### config.mk
export PLATFORM = sky130hd
export DESIGN_NAME = sseg_edit_ctrl
export DESIGN_NICKNAME = d
export VERILOG_FILES = /design/src/rtl/sseg_edit_ctrl.sv
export SDC_FILE = /design/constraint.sdc
export NUM_CORES = 1
export LEC_CHECK = 0
export CORE_UTILIZATION = 41
export CTS_CLUSTER_SIZE = 30
export DETAILED_ROUTE_END_ITERATION = 10
export HOLD_SLACK_MARGIN = 0.08
export PLACE_DENSITY = 0.62
export SETUP_SLACK_MARGIN = 0.15
export SLEW_MARGIN = 20
export SYNTH_ARGS = -nofsm -noshare
export SYNTH_HDL_FRONTEND = slang
export SYNTH_SLANG_ARGS = --single-unit
### constraint.sdc
create_clock -name clk -period 3.8 [get_ports clk]
set_clock_uncertainty 0.1 [all_clocks]
set_input_delay 0.95 -clock clk [delete_from_list [all_inputs] [get_ports clk]]
set_output_delay 0.95 -clock clk [all_outputs]
set_load 0.01 [all_outputs]
### src/rtl/sseg_edit_ctrl.sv
// Edit/display controller for the 8-digit seven-segment multiplexer.
// Holds a committed 32-bit value and renders it as hex segment patterns.
// A button-driven edit mode changes one digit at a time under a cursor.
// Software can also load the committed value over a valid/ready port.
//
// state     | meaning
// ----------+-------------------------------------------------------------
// ST_IDLE   | show the committed value; accept software loads and enter
// ST_EDIT   | show the working copy; cursor, blink gate and timeout active
// ST_COMMIT | one-cycle commit pulse, then return to ST_IDLE
module sseg_edit_ctrl #(
  parameter int TIMEOUT_CYCLES = 500_000_000,
  parameter int TW             = $clog2(TIMEOUT_CYCLES)
) (
  input  logic        clk,
  input  logic        reset_n,
  input  logic        btn_left,
  input  logic        btn_right,
  input  logic        btn_up,
  input  logic        btn_down,
  input  logic        btn_enter,
  input  logic        btn_esc,
  input  logic        load_valid,
  input  logic [31:0] load_data,
  output logic        load_ready,
  output logic [31:0] value_out,
  output logic        commit_valid,
  output logic [63:0] sseg_pat,
  output logic [2:0]  active_segment,
  output logic        seg_enable,
  output logic        editing
);

  typedef enum logic [1:0] {ST_IDLE, ST_EDIT, ST_COMMIT} state_t;

  state_t        r_state, w_state_nxt;
  logic [31:0]   r_working, w_working_nxt;
  logic [31:0]   r_committed, w_committed_nxt;
  logic [2:0]    r_cursor, w_cursor_nxt;
  logic [TW-1:0] r_timeout, w_timeout_nxt;

  logic [3:0]    w_nav;
  logic [3:0]    w_nib;
  logic [31:0]   w_disp;
  logic          w_modified;
  logic [63:0]   w_sseg;

  // Active-low segment decode for one hex digit; dp (bit 7) is off.
  function automatic logic [7:0] f_decode(input logic [3:0] nib);
    case (nib)
      4'h0: f_decode = 8'hC0;
      4'h1: f_decode = 8'hF9;
      4'h2: f_decode = 8'hA4;
      4'h3: f_decode = 8'hB0;
      4'h4: f_decode = 8'h99;
      4'h5: f_decode = 8'h92;
      4'h6: f_decode = 8'h82;
      4'h7: f_decode = 8'hF8;
      4'h8: f_decode = 8'h80;
      4'h9: f_decode = 8'h90;
      4'hA: f_decode = 8'h88;
      4'hB: f_decode = 8'h83;
      4'hC: f_decode = 8'hC6;
      4'hD: f_decode = 8'hA1;
      4'hE: f_decode = 8'h86;
      default: f_decode = 8'h8E;
    endcase
  endfunction

  assign w_nav = {btn_left, btn_right, btn_up, btn_down};
  assign w_nib = r_working[{r_cursor, 2'b00} +: 4];

  // State register and datapath flops.
  always_ff @(posedge clk or negedge reset_n) begin
    if (!reset_n) begin
      r_state     <= ST_IDLE;
      r_working   <= '0;
      r_committed <= '0;
      r_cursor    <= '0;
      r_timeout   <= '0;
    end else begin
      r_state     <= w_state_nxt;
      r_working   <= w_working_nxt;
      r_committed <= w_committed_nxt;
      r_cursor    <= w_cursor_nxt;
      r_timeout   <= w_timeout_nxt;
    end
  end

  // Next-state logic; in EDIT only the highest-priority action is taken.
  always_comb begin
    w_state_nxt     = r_state;
    w_working_nxt   = r_working;
    w_committed_nxt = r_committed;
    w_cursor_nxt    = r_cursor;
    w_timeout_nxt   = r_timeout;
    case (r_state)
      ST_IDLE: begin
        if (load_valid) begin
          // A load in the same cycle as enter wins; enter is dropped.
          w_committed_nxt = load_data;
          w_working_nxt   = load_data;
        end else if (btn_enter) begin
          w_working_nxt = r_committed;
          w_cursor_nxt  = '0;
          w_timeout_nxt = '0;
          w_state_nxt   = ST_EDIT;
        end
      end
      ST_EDIT: begin
        if (btn_esc) begin
          w_working_nxt = r_committed;
          w_state_nxt   = ST_IDLE;
        end else if (btn_enter) begin
          w_committed_nxt = r_working;
          w_state_nxt     = ST_COMMIT;
        end else if ($onehot(w_nav)) begin
          w_timeout_nxt = '0;
          if (btn_left)
            w_cursor_nxt = r_cursor + 3'd1;
          else if (btn_right)
            w_cursor_nxt = r_cursor - 3'd1;
          else if (btn_up)
            w_working_nxt[{r_cursor, 2'b00} +: 4] = w_nib + 4'd1;
          else
            w_working_nxt[{r_cursor, 2'b00} +: 4] = w_nib - 4'd1;
        end else if (r_timeout == TW'(TIMEOUT_CYCLES - 1)) begin
          // Idle too long: behave exactly like esc.
          w_working_nxt = r_committed;
          w_state_nxt   = ST_IDLE;
        end else begin
          w_timeout_nxt = r_timeout + TW'(1);
        end
      end
      default: begin
        w_state_nxt = ST_IDLE;
      end
    endcase
  end

  // Display rendering; dp of digit 0 flags an uncommitted edit.
  always_comb begin
    w_sseg     = '0;
    w_disp     = (r_state == ST_EDIT) ? r_working : r_committed;
    w_modified = (r_state == ST_EDIT) && (r_working != r_committed);
    for (int k = 0; k < 8; k++)
      w_sseg[k*8 +: 8] = f_decode(w_disp[k*4 +: 4]);
    if (w_modified)
      w_sseg[7] = 1'b0;
  end

  assign sseg_pat       = w_sseg;
  assign load_ready     = (r_state == ST_IDLE);
  assign value_out      = r_committed;
  assign commit_valid   = (r_state == ST_COMMIT);
  assign editing        = (r_state == ST_EDIT);
  assign seg_enable     = (r_state == ST_EDIT);
  assign active_segment = (r_state == ST_EDIT) ? r_cursor : 3'd0;

endmodule

==> results of run 1 <==
[cell usage after synthesis, drive strengths merged (8+ instances only)]
cell type	count
a21oi	136
nor2	110
nand2	102
dfrtp	98
ha	59
clkbuf	40
inv	40
mux2i	40
xor2	40
and2	31
o21ai	31
a221oi	26
a21o	24
mux2	24
nand3	20
a22o	17
buf	17
a211oi	13
nor3	12
a31oi	11
nand4	11
nor4	11
xnor2	11
a22oi	8
a32o	8
mux4	8
[kinds of logic (layout without fill, tap and decap cells)]
family | after synthesis | in the layout | share of synthesized area, %
AO/OA/AOI/OAI | 314 | 314 | 23.6
flip-flops | 98 | 98 | 28.6
adder cells (fa/ha/maj) | 61 | 61 | 9.09
multiplexers | 72 | 72 | 10.2
AND/OR/NAND/NOR | 336 | 336 | 18.4
buffers and inverters | 98 | 316 | 4.73
XOR/XNOR | 51 | 51 | 5.30
other | 1 | 7 | 0.0438
[per-stage QoR]
stage               power, W  setup TNS (ns)  util (%)
floorplan            0.00342               0         -
global placement     0.00496          -14.14      52.8
detailed placement   0.00498          -15.41      52.8
CTS                  0.00593         -0.0442      55.7
global route         0.00657               0      57.6
finish               0.00618               0      57.6
[how the worst max path moves through the flow]
stage	depth (start not counted)	to	slack, ns	start
4_1_cts	10	sseg_pat[51]	-0.04	r_state[0]$_DFFE_PN0P_
3_3_place_gp	14	r_working[5]$_DFFE_PN0P_	-0.57	btn_left
2_1_floorplan	11	r_working[8]$_DFFE_PN0P_	0.17	btn_left
3_5_place_dp	14	r_working[5]$_DFFE_PN0P_	-0.61	btn_left
6_report	12	sseg_pat[13]	0.14	r_state[1]$_DFFE_PN0P_
5_1_grt	12	sseg_pat[13]	0.003	r_state[0]$_DFFE_PN0P_
[routing by layer]
metal / vias up / global-route usage (%) / share of wire [%] / wire (um)
met5: - / 0 / 0 / 0
met4: 0 / 6.25 / 1.4 / 380
met3: 27 / 3.47 / 4.6 / 1260
met2: 250 / 41.4 / 48 / 13000
met1: 4173 / 33.5 / 46 / 12600
li1: 4172 / - / - / -
[cell type report]
cell class              instances  area [sq um]  share of cell area [%]
clock buffers                   9           225                    1.92
multi-input cells             841          6150                    52.4
clock inverters                 7          75.1                   0.640
inverters                      41           158                    1.34
repair buffers                259          2340                    19.9
flip-flops and latches         98          2450                    20.9
well taps                     270           338                    2.88
[flip-flops by register name (all words and copies together), names as in the netlist]
name and flops:
r_cursor 3, r_state 2, r_timeout 29, r_working 32, value_out 32
[power breakdown]
| part | internal (W) | switching [W] | leakage [nW] | total [W] |
|---|---|---|---|---|
| clock network | 0.000517 | 0.000450 | 0.151 | 0.000967 |
| registers | 0.00124 | 0.000366 | 1.20 | 0.00160 |
| logic | 0.00173 | 0.00188 | 3.93 | 0.00361 |
[worst max-delay path, stage by stage, from the launching register on]
cell                              delay, ns
sky130_fd_sc_hd__dfrtp_1               0.37
sky130_fd_sc_hd__nand2b_4              0.18
sky130_fd_sc_hd__clkinvlp_4            0.16
sky130_fd_sc_hd__buf_12                0.16
sky130_fd_sc_hd__buf_12                0.13
sky130_fd_sc_hd__and2_1                0.20
sky130_fd_sc_hd__a21oi_4               0.17
sky130_fd_sc_hd__inv_2                 0.07
sky130_fd_sc_hd__ha_2                  0.20
sky130_fd_sc_hd__nand2_1               0.09
sky130_fd_sc_hd__o21ai_0               0.10
sky130_fd_sc_hd__a22o_1                0.19
sky130_fd_sc_hd__clkdlybuf4s15_1       0.23
[repair_timing]
action                                  in CTS  in global routing
gates cloned                                 1                  2
endpoints found under the setup margin      88                 68
pin swaps                                    6                  8
resized for setup                          107                137
buffers inserted                            20                 15
==> flow_results.xml, run 1 <==
<?xml version="1.0" encoding="UTF-8"?>
<metrics>
  <group name="synth">
    <metric name="synth_largest_type_area_fraction" unit="%">28.6</metric>
    <metric name="synth-edff-count" unit="">0</metric>
    <metric name="async_flop_share" unit="%">100</metric>
    <metric name="ys_types" unit="">60</metric>
    <metric name="synthCells" unit="">1031</metric>
    <metric name="yosysWarnings" unit="">0</metric>
    <metric name="synthTopCellsByArea" unit="">sky130_fd_sc_hd__dfrtp_1, sky130_fd_sc_hd__ha_1, sky130_fd_sc_hd__a21oi_1</metric>
    <metric name="post_synth.cell_area_avg" unit="sq um">8.30</metric>
    <metric name="share_of_synthesized_area_occupied_by_flip_flops_and_latches" unit="%">28.6</metric>
    <metric name="postSynthRegisterBits" unit="">98</metric>
    <metric name="netlist_area" unit="sq mm">0.00856</metric>
    <metric name="synth_top_cell_by_area" unit="">sky130_fd_sc_hd__dfrtp_1</metric>
    <metric name="synth_ff_type" unit="">sky130_fd_sc_hd__dfrtp_1</metric>
  </group>
  <group name="clock_network">
    <metric name="postCtsHoldBufs" unit="">0</metric>
    <metric name="clock-sinks" unit="">98</metric>
    <metric name="clkTransAtPathRegs" unit="ns">0.07</metric>
    <metric name="tritoncts" unit="">done</metric>
    <metric name="cts_buf_count" unit="">9</metric>
    <metric name="clk-insertion-delay-late" unit="ns">0.37</metric>
    <metric name="ctsLongestPathBuffers" unit="">2</metric>
    <metric name="clock-root-buffer" unit="">sky130_fd_sc_hd__clkbuf_16</metric>
    <metric name="cts_max_level" unit="">3</metric>
  </group>
  <group name="setup_path">
    <metric name="rr_startpoint" unit="">r_cursor[0]$_DFFE_PN0P_</metric>
    <metric name="cp-start-kind" unit="">register</metric>
    <metric name="r2r.worst_path.cells" unit="">8</metric>
    <metric name="timing.critical_path.fanout_max" unit="">8</metric>
    <metric name="critPathRequiredTime" unit="ns">2.75</metric>
    <metric name="critPathKind" unit="">reg -&gt; out</metric>
    <metric name="reg2reg_to" unit="">r_working[15]$_DFFE_PN0P_</metric>
    <metric name="crit_end_category" unit="">output port</metric>
    <metric name="ff2ff_setup_slack" unit="ns">0.41</metric>
    <metric name="worst-endpoint-arrival" unit="ns">2.61</metric>
  </group>
  <group name="sta">
    <metric name="setup-violations-final" unit="">0</metric>
    <metric name="final_min_period_over_clock_period" unit="%">96.4</metric>
    <metric name="timing_worst_slew_pin_value" unit="ns">0.738</metric>
    <metric name="slew_viol_final" unit="">0</metric>
    <metric name="finalCriticalPeriod" unit="ns">3.66</metric>
    <metric name="grt_setup_unrepaired" unit="">true</metric>
    <metric name="finalHoldViolations" unit="">0</metric>
    <metric name="timing.slew.headroom" unit="%">50.5</metric>
    <metric name="layout_setup_ws" unit="ns">0.136</metric>
    <metric name="fmax" unit="MHz">273</metric>
    <metric name="hold_worst_slack" unit="ns">0.427</metric>
  </group>
  <group name="die">
    <metric name="fp.dieW" unit="um">147</metric>
    <metric name="height_of_the_die" unit="um">147</metric>
    <metric name="core-area" unit="sq mm">0.0204</metric>
    <metric name="core.rowCount" unit="">52</metric>
    <metric name="die_area" unit="sq mm">0.0215</metric>
    <metric name="design.portCount" unit="">144</metric>
    <metric name="start_util" unit="%">42.0</metric>
  </group>
  <group name="grt">
    <metric name="grt_pass1_wl" unit="um">43000</metric>
    <metric name="grtUsageTotal" unit="%">24.8</metric>
    <metric name="grt_max_degree" unit="">71</metric>
    <metric name="grt_pass1_vias" unit="">8188</metric>
    <metric name="grt_antenna_before_repair" unit="">0</metric>
    <metric name="globalRouteOverflowTotal" unit="">0</metric>
  </group>
  <group name="min_path">
    <metric name="type_of_the_worst_min_delay_path" unit="">reg -&gt; reg</metric>
    <metric name="timing.hold.worst.start" unit="">r_timeout[3]$_DFFE_PN0P_</metric>
    <metric name="timing.hold.worst_path_depth" unit="">1</metric>
    <metric name="whs_endpoint" unit="">r_timeout[3]$_DFFE_PN0P_</metric>
  </group>
  <group name="place">
    <metric name="place_area" unit="sq mm">0.0108</metric>
    <metric name="preCtsSetupSlack" unit="ns">-0.605</metric>
    <metric name="place.detailed.instances" unit="">1471</metric>
    <metric name="place.gp.congestion" unit="">0.912</metric>
    <metric name="place.detailed.hpwl" unit="um">19300</metric>
    <metric name="io_buffers" unit="">136</metric>
  </group>
  <group name="routing">
    <metric name="totalWireLength" unit="um">27200</metric>
    <metric name="drt-wirelength-per-cell" unit="um">17.9</metric>
    <metric name="vias_per_cell" unit="">5.65</metric>
    <metric name="drc_errors" unit="">0</metric>
    <metric name="dr.first_iter.drc_count" unit="">534</metric>
    <metric name="ant_nets" unit="">0</metric>
    <metric name="via_count" unit="">8622</metric>
    <metric name="drt_pass1_iterations" unit="">6</metric>
  </group>
  <group name="pwr">
    <metric name="vdd_drop_max" unit="uV">304</metric>
    <metric name="power_density" unit="mW/mm^2">527</metric>
    <metric name="power.leakage" unit="nW">5.28</metric>
  </group>
  <group name="final_layout">
    <metric name="layout.cells.most_common_list" unit="">sky130_fd_sc_hd__a21oi_1, sky130_fd_sc_hd__buf_4, sky130_fd_sc_hd__nor2_1</metric>
    <metric name="finish.cell_count_without_fillers" unit="">1525</metric>
    <metric name="design.final.nets" unit="">1352</metric>
    <metric name="final_common_cell" unit="">sky130_fd_sc_hd__a21oi_1</metric>
    <metric name="num_antenna_cells" unit="">0</metric>
    <metric name="postLayoutCellArea" unit="sq mm">0.0117</metric>
    <metric name="syn_to_final_growth" unit="%">37.1</metric>
    <metric name="post_route_cells_drive_above_1_share" unit="%">23.1</metric>
    <metric name="nFillCells" unit="">1868</metric>
  </group>
  <group name="job">
    <metric name="max_cap_violations" unit="">0</metric>
  </group>
  <group name="status">
    <metric name="status" unit="">complete, no violations</metric>
  </group>
</metrics>
(Power assumes the default switching activity.)
==> inputs of run 2 (changes only) <==
- ABC_CLOCK_PERIOD_IN_PS: not set -> 3800
==> results of run 2 <==
No change in the layout: final DEF, timing and power equal those of run 1.
==> inputs of run 3 (changes only) <==
- SLEW_MARGIN: 20 -> 15
==> flow_results.xml, run 3 (same netlist as run 1, synthesis figures left out) <==
<?xml version="1.0" encoding="UTF-8"?>
<metrics>
  <group name="status">
    <metric name="status" unit="">complete, no violations</metric>
  </group>
  <group name="setup_path">
    <metric name="critPathRequiredTime" unit="ns">2.75</metric>
    <metric name="rr_startpoint" unit="">r_cursor[0]$_DFFE_PN0P_</metric>
    <metric name="r2r.worst_path.cells" unit="">8</metric>
    <metric name="critPathKind" unit="">reg -&gt; out</metric>
    <metric name="worstPathCellList" unit="">nand2b_4 &gt; clkinvlp_4 &gt; buf_12 &gt; buf_12 &gt; and2_4 &gt; a21oi_2 &gt; buf_6 &gt; buf_4 &gt; ha_1 &gt; a22o_1 &gt; dlygate4sd2_1</metric>
    <metric name="reg2reg_to" unit="">r_working[15]$_DFFE_PN0P_</metric>
    <metric name="timing.critical_path.slowest_stage_cell" unit="">sky130_fd_sc_hd__dfrtp_1</metric>
    <metric name="critical_path.n_buffers_inverters" unit="">6</metric>
    <metric name="path_delay_family" unit="">buffers and inverters</metric>
    <metric name="crit_end_category" unit="">output port</metric>
    <metric name="cp-start-kind" unit="">register</metric>
    <metric name="start_point_of_the_critical_path" unit="">r_state[0]$_DFFE_PN0P_</metric>
    <metric name="critical-path-max-stage-delay" unit="ns">0.42</metric>
    <metric name="timing.critical_path.fanout_max" unit="">8</metric>
    <metric name="ff2ff_setup_slack" unit="ns">0.41</metric>
    <metric name="timing.critical_path.mode_cell" unit="">sky130_fd_sc_hd__buf_12</metric>
    <metric name="worst-endpoint-arrival" unit="ns">2.62</metric>
  </group>
  <group name="final_layout">
    <metric name="area_of_combinational_cells_with_multiple_inputs" unit="sq mm">0.00615</metric>
    <metric name="nFillCells" unit="">1865</metric>
    <metric name="syn_to_final_growth" unit="%">37.1</metric>
    <metric name="post_route_cells_drive_above_1_share" unit="%">23.1</metric>
    <metric name="design.final.nets" unit="">1352</metric>
    <metric name="layout.cells.most_common_list" unit="">sky130_fd_sc_hd__a21oi_1, sky130_fd_sc_hd__buf_4, sky130_fd_sc_hd__nor2_1</metric>
    <metric name="num_antenna_cells" unit="">0</metric>
    <metric name="final_common_cell" unit="">sky130_fd_sc_hd__a21oi_1</metric>
    <metric name="postLayoutCellArea" unit="sq mm">0.0117</metric>
    <metric name="finalCoreUtilization" unit="%">57.6</metric>
    <metric name="register_area" unit="sq mm">0.00245</metric>
  </group>
  <group name="grt">
    <metric name="grtUsageTotal" unit="%">24.8</metric>
    <metric name="globalRouteOverflowTotal" unit="">0</metric>
    <metric name="grt_pass1_vias" unit="">8188</metric>
    <metric name="grt_antenna_before_repair" unit="">0</metric>
    <metric name="grt_max_degree" unit="">71</metric>
    <metric name="grt_pass1_wl" unit="um">43000</metric>
  </group>
  <group name="job">
    <metric name="max_cap_violations" unit="">0</metric>
  </group>
  <group name="routing">
    <metric name="ant_nets" unit="">0</metric>
    <metric name="totalWireLength" unit="um">27200</metric>
    <metric name="drc_errors" unit="">0</metric>
    <metric name="dr.first_iter.drc_count" unit="">514</metric>
    <metric name="vias_per_cell" unit="">5.66</metric>
    <metric name="drt_pass1_iterations" unit="">5</metric>
    <metric name="via_count" unit="">8628</metric>
    <metric name="drt-wirelength-per-cell" unit="um">17.9</metric>
  </group>
  <group name="pwr">
    <metric name="power.leakage" unit="nW">5.28</metric>
    <metric name="vdd_drop_max" unit="uV">302</metric>
    <metric name="total_power" unit="W">0.00618</metric>
    <metric name="power_density" unit="mW/mm^2">526</metric>
  </group>
  <group name="sta">
    <metric name="finalCriticalPeriod" unit="ns">3.67</metric>
    <metric name="fmax" unit="MHz">273</metric>
    <metric name="final_min_period_over_clock_period" unit="%">96.5</metric>
    <metric name="slew_viol_final" unit="">0</metric>
    <metric name="setup-violations-final" unit="">0</metric>
    <metric name="timing_worst_slew_pin_value" unit="ns">0.728</metric>
    <metric name="timing.slew.headroom" unit="%">51.2</metric>
    <metric name="finalHoldViolations" unit="">0</metric>
    <metric name="grt_setup_unrepaired" unit="">true</metric>
  </group>
  <group name="clock_network">
    <metric name="clock-sinks" unit="">98</metric>
    <metric name="clk-insertion-delay-late" unit="ns">0.36</metric>
    <metric name="postCtsHoldBufs" unit="">0</metric>
    <metric name="tritoncts" unit="">done</metric>
    <metric name="clock-root-buffer" unit="">sky130_fd_sc_hd__clkbuf_16</metric>
    <metric name="cts_buf_count" unit="">9</metric>
    <metric name="cts_max_level" unit="">3</metric>
    <metric name="clkTransAtPathRegs" unit="ns">0.07</metric>
    <metric name="ctsLongestPathBuffers" unit="">2</metric>
  </group>
  <group name="place">
    <metric name="io_buffers" unit="">136</metric>
    <metric name="place.detailed.hpwl" unit="um">19300</metric>
    <metric name="place_area" unit="sq mm">0.0108</metric>
    <metric name="place.gp.congestion" unit="">0.912</metric>
  </group>
  <group name="min_path">
    <metric name="type_of_the_worst_min_delay_path" unit="">reg -&gt; reg</metric>
    <metric name="timing.hold.worst_path_depth" unit="">1</metric>
    <metric name="timing.hold.worst.start" unit="">r_timeout[3]$_DFFE_PN0P_</metric>
    <metric name="whs_endpoint" unit="">r_timeout[3]$_DFFE_PN0P_</metric>
  </group>
  <group name="die">
    <metric name="core-area" unit="sq mm">0.0204</metric>
    <metric name="design.portCount" unit="">144</metric>
    <metric name="fp.dieW" unit="um">147</metric>
    <metric name="height_of_the_die" unit="um">147</metric>
    <metric name="die_area" unit="sq mm">0.0215</metric>
    <metric name="start_util" unit="%">42.0</metric>
    <metric name="core.rowCount" unit="">52</metric>
  </group>
</metrics>
==> run 3: cell type report <==
class	count	share of cell area (%)
Clock buffer	9	1.92
Inverter	41	1.34
Timing Repair Buffer	259	19.9
Sequential cell	98	20.9
Tap cell	270	2.88
Clock inverter	7	0.640
Multi-Input combinational cell	841	52.4
==> run 3: worst max-delay path by stage <==
stage | cells after the start | slack, ns | end
after floorplan | 11 | 0.17 | r_working[8]$_DFFE_PN0P_
after global placement | 14 | -0.57 | r_working[5]$_DFFE_PN0P_
after detailed placement | 14 | -0.61 | r_working[5]$_DFFE_PN0P_
after CTS | 10 | -0.04 | sseg_pat[51]
after global routing | 12 | 0.003 | sseg_pat[13]
final | 11 | 0.13 | sseg_pat[1]
==> run 3: routing by layer <==
layer	share of wire, %	wire length (um)	vias to the layer above	track usage (%)
met1	45	12400	4162	33.5
li1	-	-	4173	-
met4	1.5	412	0	6.25
met3	5.0	1370	29	3.47
met5	0	0	-	0
met2	48	13100	264	41.4
==> run 3: metrics by stage <==
step	TNS (ns)	setup WS (ns)	cells	hold WS [ns]
6_report	0	0.134	1525	0.427
5_1_grt	0	0.00275	1525	0.452
4_1_cts	-0.0442	-0.0411	1508	0.424
3_5_place_dp	-15.41	-0.605	1471	0.409
3_3_place_gp	-14.14	-0.572	1471	0.410
2_1_floorplan	0	0.166	1037	0.375
==> run 3: what timing repair did <==
item                                    in CTS  in global routing
gates cloned                                 1                  2
pin swaps                                    6                  8
gates resized for setup                    107                138
setup buffers                               20                 15
endpoints found under the setup margin      88                 68
==> run 3: worst reg2reg max path, cell delays in order, from the launching register on <==
cell and delay, ns:
sky130_fd_sc_hd__dfrtp_1 0.71, sky130_fd_sc_hd__buf_4 0.27, sky130_fd_sc_hd__mux4_1 0.58, sky130_fd_sc_hd__mux2_2 0.32, sky130_fd_sc_hd__or4_4 0.42, sky130_fd_sc_hd__nand2_2 0.09, sky130_fd_sc_hd__xnor2_2 0.21, sky130_fd_sc_hd__a221o_1 0.41
sky130_fd_sc_hd__a31o_1 0.18
==> run 3: power breakdown <==
part           total [W]  switching, W  leakage (nW)  internal (W)
sequential       0.00160      0.000367          1.20       0.00124
combinational    0.00361       0.00188          3.93       0.00173
clock           0.000965      0.000447         0.151      0.000517
